## src/rtl/tx_sched.sv

```systemverilog
// tx_sched: four one-entry order slots arbitrated round-robin onto one uart transmitter.
// Define TX_SCHED_DROPCNT_EN to add the per-requester saturating drop_cnt output.
module tx_sched #(
   parameter int BUSY_WAIT = 4,
   parameter int DROP_W    = 8
) (
   input  logic                clk,
   input  logic                reset_n,
   input  logic [7:0]          tx_addr0,
   input  logic [7:0]          tx_buysell0,
   input  logic [31:0]         tx_timestamp0,
   input  logic                tx_dv0,
   input  logic [7:0]          tx_addr1,
   input  logic [7:0]          tx_buysell1,
   input  logic [31:0]         tx_timestamp1,
   input  logic                tx_dv1,
   input  logic [7:0]          tx_addr2,
   input  logic [7:0]          tx_buysell2,
   input  logic [31:0]         tx_timestamp2,
   input  logic                tx_dv2,
   input  logic [7:0]          tx_addr3,
   input  logic [7:0]          tx_buysell3,
   input  logic [31:0]         tx_timestamp3,
   input  logic                tx_dv3,
   input  logic                tx_busy,
   output logic [7:0]          tx_addr,
   output logic [7:0]          tx_buysell,
   output logic [31:0]         tx_timestamp,
   output logic                tx_dv,
   output logic [3:0]          pending,
   output logic [1:0]          grant
`ifdef TX_SCHED_DROPCNT_EN
   ,
   output logic [4*DROP_W-1:0] drop_cnt
`endif
);

   typedef enum logic [1:0] {IDLE, WAIT_BUSY, WAIT_DONE} state_e;

   typedef struct packed {
      logic [7:0]  addr;
      logic [7:0]  buysell;
      logic [31:0] timestamp;
   } order_t;

   localparam int                WCNT_W    = (BUSY_WAIT > 1) ? $clog2(BUSY_WAIT) : 1;
   localparam logic [WCNT_W-1:0] WCNT_LAST = WCNT_W'(BUSY_WAIT - 1);

   order_t [3:0]      req_order;
   logic   [3:0]      req_dv;

   state_e            state_q, state_d;
   logic [WCNT_W-1:0] wait_cnt_q, wait_cnt_d;
   order_t [3:0]      slot_q, slot_d;
   logic   [3:0]      valid_q, valid_d;
   logic   [1:0]      rr_ptr_q, rr_ptr_d;
   logic   [1:0]      grant_q, grant_d;
   order_t            out_q, out_d;
   logic              tx_dv_q, tx_dv_d;

   logic              pick_vld;
   logic   [1:0]      pick_idx;
   logic              issue;

   assign req_order[0] = {tx_addr0, tx_buysell0, tx_timestamp0};
   assign req_order[1] = {tx_addr1, tx_buysell1, tx_timestamp1};
   assign req_order[2] = {tx_addr2, tx_buysell2, tx_timestamp2};
   assign req_order[3] = {tx_addr3, tx_buysell3, tx_timestamp3};
   assign req_dv       = {tx_dv3, tx_dv2, tx_dv1, tx_dv0};

   // First valid slot scanning upward from rr_ptr, wrapping modulo 4.
   always_comb begin
      pick_vld = 1'b0;
      pick_idx = rr_ptr_q;
      for (int i = 0; i < 4; i++) begin
         if (!pick_vld && valid_q[rr_ptr_q + 2'(i)]) begin
            pick_vld = 1'b1;
            pick_idx = rr_ptr_q + 2'(i);
         end
      end
   end

   always_ff @(posedge clk or negedge reset_n) begin
      // NOTE: sequential state is written with non-blocking assignments only.
      if (!reset_n) begin
         state_q <= IDLE;
      end else begin
         state_q <= state_d;
      end
   end

   always_comb begin
      // NOTE: every combinational output gets a default first, so no latch is inferred.
      state_d = state_q;
      case (state_q)
         IDLE: begin
            if (!tx_busy && pick_vld) state_d = WAIT_BUSY;
         end
         WAIT_BUSY: begin
            if (tx_busy)                       state_d = WAIT_DONE;
            else if (wait_cnt_q == WCNT_LAST)  state_d = IDLE;
         end
         WAIT_DONE: begin
            if (!tx_busy) state_d = IDLE;
         end
         default: state_d = IDLE;
      endcase
   end

   always_comb begin
      issue      = 1'b0;
      wait_cnt_d = '0;
      tx_dv_d    = 1'b0;
      out_d      = out_q;
      grant_d    = grant_q;
      rr_ptr_d   = rr_ptr_q;
      case (state_q)
         IDLE:      issue = !tx_busy && pick_vld;
         WAIT_BUSY: if (!tx_busy) wait_cnt_d = wait_cnt_q + WCNT_W'(1);
         default:   ;
      endcase
      if (issue) begin
         tx_dv_d  = 1'b1;
         out_d    = slot_q[pick_idx];
         grant_d  = pick_idx;
         rr_ptr_d = pick_idx + 2'd1;
      end
   end

   // The issued slot is freed before captures, so a same-edge order refills it without a drop.
   always_comb begin
      slot_d  = slot_q;
      valid_d = valid_q;
      if (issue) valid_d[pick_idx] = 1'b0;
      for (int n = 0; n < 4; n++) begin
         if (req_dv[n] && !valid_d[n]) begin
            slot_d[n]  = req_order[n];
            valid_d[n] = 1'b1;
         end
      end
   end

   always_ff @(posedge clk or negedge reset_n) begin
      if (!reset_n) begin
         // NOTE: slot payloads are reset too, so reset clears every slot, not just its valid bit.
         slot_q     <= '0;
         valid_q    <= '0;
         wait_cnt_q <= '0;
         rr_ptr_q   <= '0;
         grant_q    <= '0;
         out_q      <= '0;
         tx_dv_q    <= 1'b0;
      end else begin
         slot_q     <= slot_d;
         valid_q    <= valid_d;
         wait_cnt_q <= wait_cnt_d;
         rr_ptr_q   <= rr_ptr_d;
         grant_q    <= grant_d;
         out_q      <= out_d;
         tx_dv_q    <= tx_dv_d;
      end
   end

`ifdef TX_SCHED_DROPCNT_EN
   logic [3:0][DROP_W-1:0] drop_q, drop_d;

   // A drop is an order arriving at a full slot that is not being issued on the same edge.
   always_comb begin
      drop_d = drop_q;
      for (int n = 0; n < 4; n++) begin
         if (req_dv[n] && valid_q[n] && !(issue && pick_idx == 2'(n)) && drop_q[n] != '1) begin
            drop_d[n] = drop_q[n] + DROP_W'(1);
         end
      end
   end

   always_ff @(posedge clk or negedge reset_n) begin
      if (!reset_n) begin
         drop_q <= '0;
      end else begin
         drop_q <= drop_d;
      end
   end

   assign drop_cnt = drop_q;
`endif

   assign tx_addr      = out_q.addr;
   assign tx_buysell   = out_q.buysell;
   assign tx_timestamp = out_q.timestamp;
   assign tx_dv        = tx_dv_q;
   assign pending      = valid_q;
   assign grant        = grant_q;

   a_dv_single: assert property (@(posedge clk) disable iff (!reset_n) tx_dv_q |=> !tx_dv_q);
   a_issue_valid: assert property (@(posedge clk) disable iff (!reset_n) issue |-> valid_q[pick_idx]);

endmodule

```

## config.mk

```make
export PLATFORM = sky130hd
export DESIGN_NAME = tx_sched
export DESIGN_NICKNAME = d
export VERILOG_FILES = /design/src/rtl/tx_sched.sv
export SDC_FILE = /design/constraint.sdc
export NUM_CORES = 1
export LEC_CHECK = 0
export ABC_CLOCK_PERIOD_IN_PS = 4600
export CORE_AREA = 2 2 205 147
export DETAILED_ROUTE_END_ITERATION = 16
export DIE_AREA = 0 0 207 149
export PLACE_DENSITY = 0.7
export REMOVE_ABC_BUFFERS = 1
export SETUP_SLACK_MARGIN = 0.1
export SYNTH_ARGS = -nofsm -noshare
export SYNTH_HDL_FRONTEND = slang
export SYNTH_SLANG_ARGS = --single-unit
```

## constraint.sdc

```tcl
create_clock -name clk -period 4.6 [get_ports clk]
set_input_delay 0.46 -clock clk [delete_from_list [all_inputs] [get_ports clk]]
set_output_delay 0.46 -clock clk [all_outputs]
set_load 0.01 [all_outputs]
```

==> impl_metrics.json <==
{
  "cts_max_path_buffers": 3,
  "fmaxAchievable_ghz": 0.292,
  "antenna_found_initial": 2,
  "p_total_mw": 10.0,
  "yosys.area.top_type_share_pct": 55.6,
  "die_y_um": 149,
  "seq_area_frac_synth_pct": 55.6,
  "rsz0062_at_grt": "no",
  "post_cts_resize_count": 0,
  "overflow": 0,
  "synth-xor-area-share_pct": 0.154,
  "synth_edf_count": 0,
  "dr.pass1.iters": 5,
  "drv_slew": 0,
  "gp_congestion": 0.814,
  "rr_endpoint": "tx_timestamp[30]",
  "r2r-start": "pending[0]",
  "post-place-cells": 1450,
  "finalHoldViolations": 0,
  "tightest_slew_ps": 1190,
  "stdcell_count": 1501,
  "fin_hold_ws_ps": 470,
  "ff2ff_setup_slack_ps": 1180,
  "synth_compound_area_share_pct": 12.4,
  "ios": 254,
  "cap_violations": 0,
  "routedWlPerCell_um": 22.9,
  "initial_core_util_pct": 39.0,
  "grtUsageTotal_pct": 22.4,
  "placed_area_um2": 14200,
  "yosys.area_share.adder_pct": 0.110,
  "crit_end": "tx_timestamp[30]",
  "outcome": "finished clean",
  "grt_max_degree": 113,
  "core-area_um2": 29200,
  "syn_area_per_cell_um2": 13.1,
  "viasPerCell": 5.58,
  "io_buffers": 253,
  "yosysWarnings": 0,
  "synth_top_family_by_area": "multiplexers",
  "synth-main-ff-cell": "dfrtp_1",
  "holdCritPathClass": "reg2reg",
  "r2r_cells": 6,
  "worstPathArrival_ps": 3820,
  "synthSimpleGateAreaFrac_pct": 8.65,
  "nNetsFinal": 1294,
  "dp_hpwl_um": 22300,
  "setup_viol_count_final": 0,
  "start_kind": "flop",
  "rows": 53,
  "synth_area_leaders": "dfrtp_1 56%, mux2_1 11%, mux2_2 8.2%, o221a_2 4.0%, nor4b_1 3.8%",
  "clock-sinks": 253,
  "cp_max_fo": 59,
  "slew_headroom_pct": 20.2,
  "syn-instance-count": 870,
  "startpoint": "pending[0]",
  "ys_ff_latch": 253,
  "power_leakage_nw": 6.17,
  "ir_drop_uv": 335,
  "clkTransAtPathRegs_ps": 60,
  "clockRootBuffer": "clkbuf_16",
  "cts_buffers": 26,
  "synthMuxAreaShare_pct": 19.1,
  "path_class": "reg2reg",
  "drtIter0Drc": 630,
  "synth.largest_area_cell": "dfrtp_1",
  "cts_tree": "built",
  "setup_tns_ps": 0,
  "ant_nets": 0,
  "fin_skew_ps": 12.1,
  "grt_pass1_vias": 8968,
  "die_width_um": 207,
  "die_area_um2": 30800,
  "wl_um": 34400,
  "finalCritPeriodShare_pct": 74.4,
  "fin_crit_ps": 3420,
  "ys_types": 45,
  "synthArstFlopShare_pct": 100,
  "post-route-cell-area_um2": 15100,
  "drive_gt1_share_pct": 18.7,
  "insertion_delay_ps": 520,
  "htree_levels": 1,
  "area_delta_synth_final_pct": 32.7,
  "grt_pass1_wl_um": 53600,
  "power.density_nw_per_um2": 662,
  "endpoint_kind": "flop",
  "num_vias": 8380,
  "drc": 0,
  "synth_area_um2": 11400,
  "worstPathRequired_ps": 5000
}
## how the worst min path moves through the flow
stage	cells past startpoint	endpoint	startpoint	slack [ps]
final	1	wait_cnt_q[0]	wait_cnt_q[0]	470
after global routing	1	wait_cnt_q[0]	wait_cnt_q[0]	470
after CTS	1	slot_q[96]	reset_n	30
after detailed placement	1	wait_cnt_q[0]	wait_cnt_q[0]	450
after global placement	1	wait_cnt_q[0]	wait_cnt_q[0]	430
after floorplan	0	grant[0]	reset_n	160
## layout by cell type, fill, tap and decap left out, types with 2 or more instances in the layout
cell type / count
a211o_1: 48
a21o_1: 2
a21oi_1: 2
a21oi_4: 2
buf_12: 2
buf_4: 21
clkbuf_1: 6
clkbuf_16: 27
clkbuf_8: 10
clkdlybuf4s50_1: 251
clkinv_2: 2
clkinvlp_4: 2
dfrtp_1: 253
diode_2: 2
inv_1: 2
mux2_1: 110
mux2_2: 83
nand2_1: 97
nand3_1: 2
nor2_1: 5
nor2b_1: 6
nor3_2: 2
nor4b_1: 49
o21a_2: 2
o21ai_0: 2
o221a_1: 8
o221a_2: 40
o22ai_1: 48
## Yosys cell counts (all sizes together), types with 3 or more instances
cell type,n
dfrtp,253
mux2,193
nand2,98
nor4b,49
a211o,48
o221a,48
o22ai,48
buf,41
clkbuf,40
nor2b,6
nor2,5
a21oi,4
nor3,3
o21a,3
o21ai,3
## report_power, final
part / internal (mW) / switching (mW) / total, mW
Combinational: 2.10 / 1.79 / 3.88
Sequential: 3.31 / 0.644 / 3.95
Clock: 1.29 / 0.873 / 2.16
Total: 6.70 / 3.30 / 10.0
## what timing repair did
item                                    CTS  global route
endpoints found under the hold margin     0             1
endpoints found under the setup margin    0             0
setup buffers                             0             0
hold buffers                              0             1
## flip-flops by register name, indices dropped and copies added, names as in the netlist
signal / count
grant: 2
pending: 4
rr_ptr_q: 2
slot_q: 192
state_q: 2
tx_addr: 8
tx_buysell: 8
tx_dv: 1
tx_timestamp: 32
wait_cnt_q: 2
## cell type report
| cell class | instances | area, um^2 |
|---|---|---|
| Timing Repair Buffer | 277 | 2740 |
| Inverter | 2 | 7.51 |
| Clock buffer | 43 | 836 |
| Clock inverter | 5 | 55.1 |
| Sequential cell | 253 | 6330 |
| Antenna cell | 2 | 5.00 |
| Fill cell | 2516 | 14100 |
| Tap cell | 385 | 482 |
| Multi-Input combinational cell | 534 | 4650 |
## cell families (layout without fill, tap and decap cells)
group                    after synthesis  count (layout)
flip-flops                           253             253
buffers and inverters                 83             327
AO/OA/AOI/OAI                        162             162
other                                  0               2
AND/OR/NAND/NOR                      176             176
adder cells (fa/ha/maj)                1               1
multiplexers                         193             193
XOR/XNOR                               2               2
## critical path, stage by stage (launching register included)
cell     delay, ps
dfrtp_1        540
nor2b_1        250
o21ba_2        720
or3_4          860
buf_12         290
mux2_1         350
o221a_2        230
## routing by layer
metal	track usage, %	share of wire, %	vias to the layer above
li1	-	-	3703
met1	32.6	47	4328
met2	35.6	46	315
met3	3.92	6.1	34
met4	3.93	1.4	0
met5	0	0	-
## stage by stage
step	util [%]	setup WS [ps]
finish	51.8	1180
global route	51.8	981
CTS	51.7	1190
global placement	48.7	1060
floorplan	-	-490
detailed placement	48.7	964
Note: power is estimated with default switching activity, not from simulation.
